## src/rtl/fir_pkg.sv

```systemverilog
// Shared types and defaults for the FIR coefficient bank controller.
package fir_pkg;

  localparam int C_W_DEFAULT   = 16;
  localparam int C_NUM_DEFAULT = 33;

  typedef logic signed [C_W_DEFAULT-1:0] coeff_t;

  typedef enum logic [1:0] {
    IDLE,
    LOAD,
    ARMED,
    DRAIN
  } cbc_state_t;

  // A one-tap filter still needs a 1-bit index signal.
  function automatic int idx_width(input int n);
    return (n > 1) ? $clog2(n) : 1;
  endfunction

endpackage

```

## src/rtl/fir_coeff_bank.sv

```systemverilog
// Two-bank coefficient register file: one write port into either bank and a
// registered flat read of the selected bank.
module fir_coeff_bank #(
  parameter int C_W   = 16,
  parameter int C_NUM = 33,
  parameter int IDX_W = 6
) (
  input  logic               clock,
  input  logic               reset,
  input  logic               we,
  input  logic               wr_bank,
  input  logic [IDX_W-1:0]   wr_idx,
  input  logic [C_W-1:0]     wr_data,
  input  logic               rd_bank,
  output logic [C_NUM*C_W-1:0] coeff_flat
);

  logic [C_W-1:0]       bank_q [2][C_NUM];
  logic [C_W-1:0]       bank_d [2][C_NUM];
  logic [C_NUM*C_W-1:0] flat_q;
  logic [C_NUM*C_W-1:0] flat_d;

  always_comb begin
    bank_d = bank_q;
    if (we && (int'(wr_idx) < C_NUM)) begin
      bank_d[wr_bank][wr_idx] = wr_data;
    end
  end

  for (genvar gi = 0; gi < C_NUM; gi++) begin : g_flat
    assign flat_d[gi*C_W +: C_W] = bank_q[rd_bank][gi];
  end

  always_ff @(posedge clock) begin
    if (reset) begin
      bank_q <= '{default: '0};
      flat_q <= '0;
    end else begin
      bank_q <= bank_d;
      flat_q <= flat_d;
    end
  end

  assign coeff_flat = flat_q;

endmodule

```

## src/rtl/fir_coeff_bank_ctrl.sv

```systemverilog
// Double-buffered FIR coefficient controller: streams a set into the shadow
// bank and swaps it in on a sample boundary once software commits.
module fir_coeff_bank_ctrl
  import fir_pkg::*;
#(
  parameter int C_W   = C_W_DEFAULT,
  parameter int C_NUM = C_NUM_DEFAULT,
  parameter int IDX_W = idx_width(C_NUM)
) (
  input  logic                 clock,
  input  logic                 reset,
  input  logic                 cfg_valid,
  output logic                 cfg_ready,
  input  logic [C_W-1:0]       cfg_data,
  input  logic                 cfg_last,
  input  logic                 commit_req,
  input  logic                 sample_strobe,
  output logic [C_NUM*C_W-1:0] coeff_flat,
  output logic                 bank_sel,
  output logic                 armed,
  output logic                 swap_done,
  output logic                 err_len
);

  cbc_state_t       state_q, state_d;
  logic [IDX_W-1:0] index_q, index_d;
  logic             bank_sel_q, bank_sel_d;
  logic             commit_pend_q, commit_pend_d;
  logic             armed_q, armed_d;
  logic             err_len_q, err_len_d;
  logic             swap_stage_q, swap_stage_d;
  logic             swap_done_q, swap_done_d;
  logic             cfg_ready_q, cfg_ready_d;

  logic             xfer;
  logic             wr_en;
  logic [IDX_W-1:0] cur_idx;
  logic             at_final;

  assign xfer     = cfg_valid && cfg_ready_q;
  // IDLE always writes tap 0, so the first word shares the LOAD datapath.
  assign cur_idx  = (state_q == LOAD) ? index_q : '0;
  assign at_final = (cur_idx == IDX_W'(C_NUM - 1));

  always_comb begin
    state_d       = state_q;
    index_d       = index_q;
    bank_sel_d    = bank_sel_q;
    commit_pend_d = commit_pend_q;
    armed_d       = armed_q;
    err_len_d     = 1'b0;
    swap_stage_d  = 1'b0;
    wr_en         = 1'b0;

    case (state_q)
      IDLE, LOAD: begin
        if ((state_q == LOAD) && commit_req) commit_pend_d = 1'b1;
        if (xfer) begin
          wr_en   = 1'b1;
          index_d = '0;
          if (at_final && cfg_last) begin
            state_d = ARMED;
            armed_d = 1'b1;
          end else if (at_final) begin
            state_d   = DRAIN;
            err_len_d = 1'b1;
          end else if (cfg_last) begin
            state_d   = IDLE;
            err_len_d = 1'b1;
          end else begin
            state_d = LOAD;
            index_d = cur_idx + 1'b1;
          end
        end
      end
      ARMED: begin
        if (commit_req) commit_pend_d = 1'b1;
        if (sample_strobe && (commit_pend_q || commit_req)) begin
          bank_sel_d    = ~bank_sel_q;
          commit_pend_d = 1'b0;
          armed_d       = 1'b0;
          swap_stage_d  = 1'b1;
          state_d       = IDLE;
        end
      end
      DRAIN: begin
        if (xfer && cfg_last) state_d = IDLE;
      end
      default: state_d = IDLE;
    endcase

    if (err_len_d) commit_pend_d = 1'b0;
    cfg_ready_d = (state_d != ARMED);
    // coeff_flat picks up the new bank one edge after bank_sel, so delay the pulse to match.
    swap_done_d = swap_stage_q;
  end

  always_ff @(posedge clock) begin
    if (reset) begin
      state_q       <= IDLE;
      index_q       <= '0;
      bank_sel_q    <= 1'b0;
      commit_pend_q <= 1'b0;
      armed_q       <= 1'b0;
      err_len_q     <= 1'b0;
      swap_stage_q  <= 1'b0;
      swap_done_q   <= 1'b0;
      cfg_ready_q   <= 1'b0;
    end else begin
      state_q       <= state_d;
      index_q       <= index_d;
      bank_sel_q    <= bank_sel_d;
      commit_pend_q <= commit_pend_d;
      armed_q       <= armed_d;
      err_len_q     <= err_len_d;
      swap_stage_q  <= swap_stage_d;
      swap_done_q   <= swap_done_d;
      cfg_ready_q   <= cfg_ready_d;
    end
  end

  fir_coeff_bank #(
    .C_W   (C_W),
    .C_NUM (C_NUM),
    .IDX_W (IDX_W)
  ) u_bank (
    .clock      (clock),
    .reset      (reset),
    .we         (wr_en),
    .wr_bank    (~bank_sel_q),
    .wr_idx     (cur_idx),
    .wr_data    (cfg_data),
    .rd_bank    (bank_sel_q),
    .coeff_flat (coeff_flat)
  );

  assign cfg_ready = cfg_ready_q;
  assign bank_sel  = bank_sel_q;
  assign armed     = armed_q;
  assign swap_done = swap_done_q;
  assign err_len   = err_len_q;

endmodule

```

## config.mk

```make
export PLATFORM = sky130hd
export DESIGN_NAME = fir_coeff_bank_ctrl
export DESIGN_NICKNAME = d
export VERILOG_FILES = /design/src/rtl/fir_pkg.sv /design/src/rtl/fir_coeff_bank.sv /design/src/rtl/fir_coeff_bank_ctrl.sv
export SDC_FILE = /design/constraint.sdc
export NUM_CORES = 2
export LEC_CHECK = 0
export ABC_AREA = 0
export ABC_CLOCK_PERIOD_IN_PS = 3470
export CORE_AREA = 2 2 332 334
export DETAILED_ROUTE_END_ITERATION = 16
export DIE_AREA = 0 0 334 336
export GPL_TIMING_DRIVEN = 0
export HOLD_SLACK_MARGIN = 0.02
export PLACE_DENSITY = 0.87
export SYNTH_ARGS = -nofsm -noshare
export SYNTH_HDL_FRONTEND = slang
export SYNTH_SLANG_ARGS = --single-unit
```

## constraint.sdc

```tcl
create_clock -name clock -period 3.47 [get_ports clock]
set_input_delay 0.8675 -clock clock [delete_from_list [all_inputs] [get_ports clock]]
set_output_delay 0.8675 -clock clock [all_outputs]
set_load 0.02 [all_outputs]
```

==> out/metrics.csv <==
metric,value,unit
worstMarginPinSlew,1.47,ns
max_stage_delay,1.14,ns
insertion_delay,0.78,ns
rsz0062_at_grt,false,
r2r_cells,5,
die_w,334,µm
first_pass_iters,7,
overflow,0,
vdd_drop_max,0.561,mV
root_buffer,clkbuf_16,
worstSetupPathType,primary input to flip-flop,
critPathLaunchType,primary input,
switching_share,0.225,
place_congestion,0.939,
synth_edf_count,0,
setup_ws,-0.0540,ns
post-cts-setup-buffers,0,
hold_end,swap_done$_SDFF_PP0_,
wirelength,193,mm
crit_fanout,10,
final_nets,6399,
vias,44800,
relSlewSlack,0.0230,
r2r_slack,0.12,ns
clockBufferDepth,3,
finalSetupTns,-0.391,ns
hold_viol,0,
antenna_found_initial,12,
grt_pass1_wl,280,mm
synth_flop_cell,dfxtp_1,
endpoint_kind,flip-flop,
viasPerCell,5.66,
syn_inst,5662,
cpLargestDelayFamily,buffers and inverters,
hp-start,swap_done_d$_SDFF_PP0_,
clock_sinks,1599,
crit_buf_inv,4,
cts_buffers,156,
mostFrequentLayoutCells,"1,599 x dfxtp_1, 1,360 x mux2i_1, 727 x nand2b_1",
max_freq,0.284,GHz
final_max_slew_viol_count,0,
required,4.06,ns
cp_cell_sequence,clkdlybuf4s50_1 > clkbuf_1 > nand2b_1 > buf_1 > clkdlybuf4s15_1 > mux2i_1,
dp.cells,7629,
coreArea,108000,µm²
avgSynthCellArea,10.5,µm²
p_comb_frac,0.033,
drt_iter0_markers,4474,
ys_warn_count,0,
seq_area_frac_synth,0.540,
finalCritPeriodShare,1.02,
holdPathStages,1,
htree_levels,4,
maxCapViolCount,0,
dieArea,112000,µm²
grt_max_degree,17,
boundaryPins,555,
power.switching,0.00834,W
fillers,7970,
pwr_density_cell,515,nW/µm²
grt_pass1_vias,44300,
drc,0,
p_leak,29.4,nW
final_util,0.663,
outcome,"finished, violations left",
synthArstFlopShare,0,
hp-class,flip-flop to flip-flop,
synth_area,59300,µm²
track_usage,0.332,
crit_arrival,4.11,ns
power,0.0370,W
fin_skew,0.0306,ns
p_clk_frac,0.470,
start_util,0.547,
place_hpwl,132,mm
final_layout_size_suffix_gt1_frac,0.0716,
num_rows,121,
r2r-end,u_bank.coeff_flat[261]$_SDFF_PP0_,
cp_slowest_cell,clkdlybuf4s15_1,
fin_cells,7915,
r2r_start,bank_sel$_SDFFE_PP0P_,
routedWlPerCell,24.3,µm
port-buffer-count,553,
die_h,336,µm
setup_violations,18,
ant_nets,0,
synth_nets,5687,
p_seq_frac,0.496,
ys_seq_elements,1599,
timing.hold.ws,0.450,ns
power.internal,0.0287,W
clkTransAtPathRegs,0.06,ns
min_period,3.52,ns
areaGrowthSynthToFinish,21.3,%
layout_commonest_cell,dfxtp_1,
cts_tree,done,
ys_types,59,
failed_checks,negative setup slack,
worst reg2reg max path, cell delays in order, from the launching register on:
cell and delay, ns:
dfxtp_1 0.60, clkbuf_1 0.61, clkbuf_1 0.74, clkbuf_1 0.70, mux2i_1 0.19, nor2_1 0.36
layout make-up:
class | count | area, µm² | area share
Inverter | 3 | 11.3 | 0.000157
Sequential cell | 1599 | 32000 | 0.445
Clock inverter | 55 | 691 | 0.00961
Clock buffer | 226 | 4570 | 0.0636
Buffer | 462 | 2120 | 0.0295
Multi-Input combinational cell | 3598 | 25100 | 0.350
Antenna cell | 4 | 10.0 | 0.000139
Tap cell | 1414 | 1770 | 0.0246
Timing Repair Buffer | 554 | 5550 | 0.0772
metal layers:
| metal | vias to the layer above | part of all wire | global-route usage |
|---|---|---|---|
| met3 | 585 | 0.089 | 0.0693 |
| met1 | 21900 | 0.40 | 0.419 |
| met4 | 8 | 0.056 | 0.179 |
| met2 | 2322 | 0.46 | 0.535 |
| met5 | - | 0.00025 | 0 |
| li1 | 20000 | - | - |
sequential cells by signal, summed over array words and instances, names as in the netlist:
signal,flops
cfg_ready,1
bank_sel,1
u_bank.bank_q,1056
index_q,6
state_q,2
swap_done_d,1
err_len,1
commit_pend_q,1
swap_done,1
u_bank.coeff_flat,528
armed,1
per-stage QoR:
| step | area, µm² | setup slack (ns) |
|---|---|---|
| after detailed placement | 66600 | -1.46 |
| after CTS | 71800 | 0.00199 |
| final | 71900 | -0.0540 |
| after global routing | 71900 | 0.00795 |
| after global placement | 66600 | -1.41 |
| after floorplan | 59300 | 0.881 |
logic make-up after synthesis:
group                    count (synthesis)  share of synthesized area
AO/OA/AOI/OAI                          282                     0.0332
XOR/XNOR                                 2                   0.000296
adder cells (fa/ha/maj)                  3                   0.000634
buffers and inverters                  465                     0.0353
flip-flops                            1599                      0.540
multiplexers                          1360                      0.230
AND/OR/NAND/NOR                       1951                      0.161
power groups by stage:
stage | Sequential [W] | Clock (W) | Combinational (W)
floorplan | 0.0188 | 0 | 0.000617
global placement | 0.0188 | 0 | 0.00116
detailed placement | 0.0188 | 0 | 0.00117
CTS | 0.0184 | 0.0174 | 0.00118
global route | 0.0184 | 0.0182 | 0.00123
finish | 0.0184 | 0.0174 | 0.00123
how the worst max path moves through the flow:
stage / from / to / slack, ns / cells after the start
floorplan: cfg_valid / u_bank.bank_q[917]$_SDFFE_PP0P_ / 0.88 / 6
global placement: reset / u_bank.coeff_flat[269]$_SDFF_PP0_ / -1.41 / 6
detailed placement: reset / u_bank.coeff_flat[269]$_SDFF_PP0_ / -1.46 / 6
CTS: reset / u_bank.coeff_flat[269]$_SDFF_PP0_ / 0.002 / 6
global route: reset / u_bank.coeff_flat[399]$_SDFF_PP0_ / 0.008 / 6
finish: reset / u_bank.bank_q[696]$_SDFFE_PP0P_ / -0.05 / 6
repair_timing:
action	4_1_cts	5_1_grt
endpoints found under the setup margin	483	36
hold buffers	0	0
resized for setup	10	22
Yosys cell counts, types with 3 or more instances:
master     instances  share of area
buf_6             27         0.0051
ha_1               3        0.00063
nand2_1          468          0.030
inv_1              3        0.00019
o2111ai_1         14         0.0021
or3_1              4        0.00042
nand3_1            4        0.00034
mux2i_1         1360           0.23
nand3b_1           4        0.00051
a21oi_1          221          0.019
and3_1             4        0.00042
clkbuf_1         305          0.019
nor2_1           666          0.042
nor2b_1            5        0.00053
a21oi_2           11         0.0016
nand2b_1         727          0.077
dfxtp_1         1599           0.54
buf_1             46         0.0029
nand2_2           30         0.0032
nand4_2            4        0.00084
buf_2             73         0.0062
o21ai_0            4        0.00034
or2_2              3        0.00032
nor2_2             6        0.00063
nor3_4             4         0.0011
buf_4              9         0.0011
a2111oi_4         18         0.0084
(Power assumes the default switching activity.)
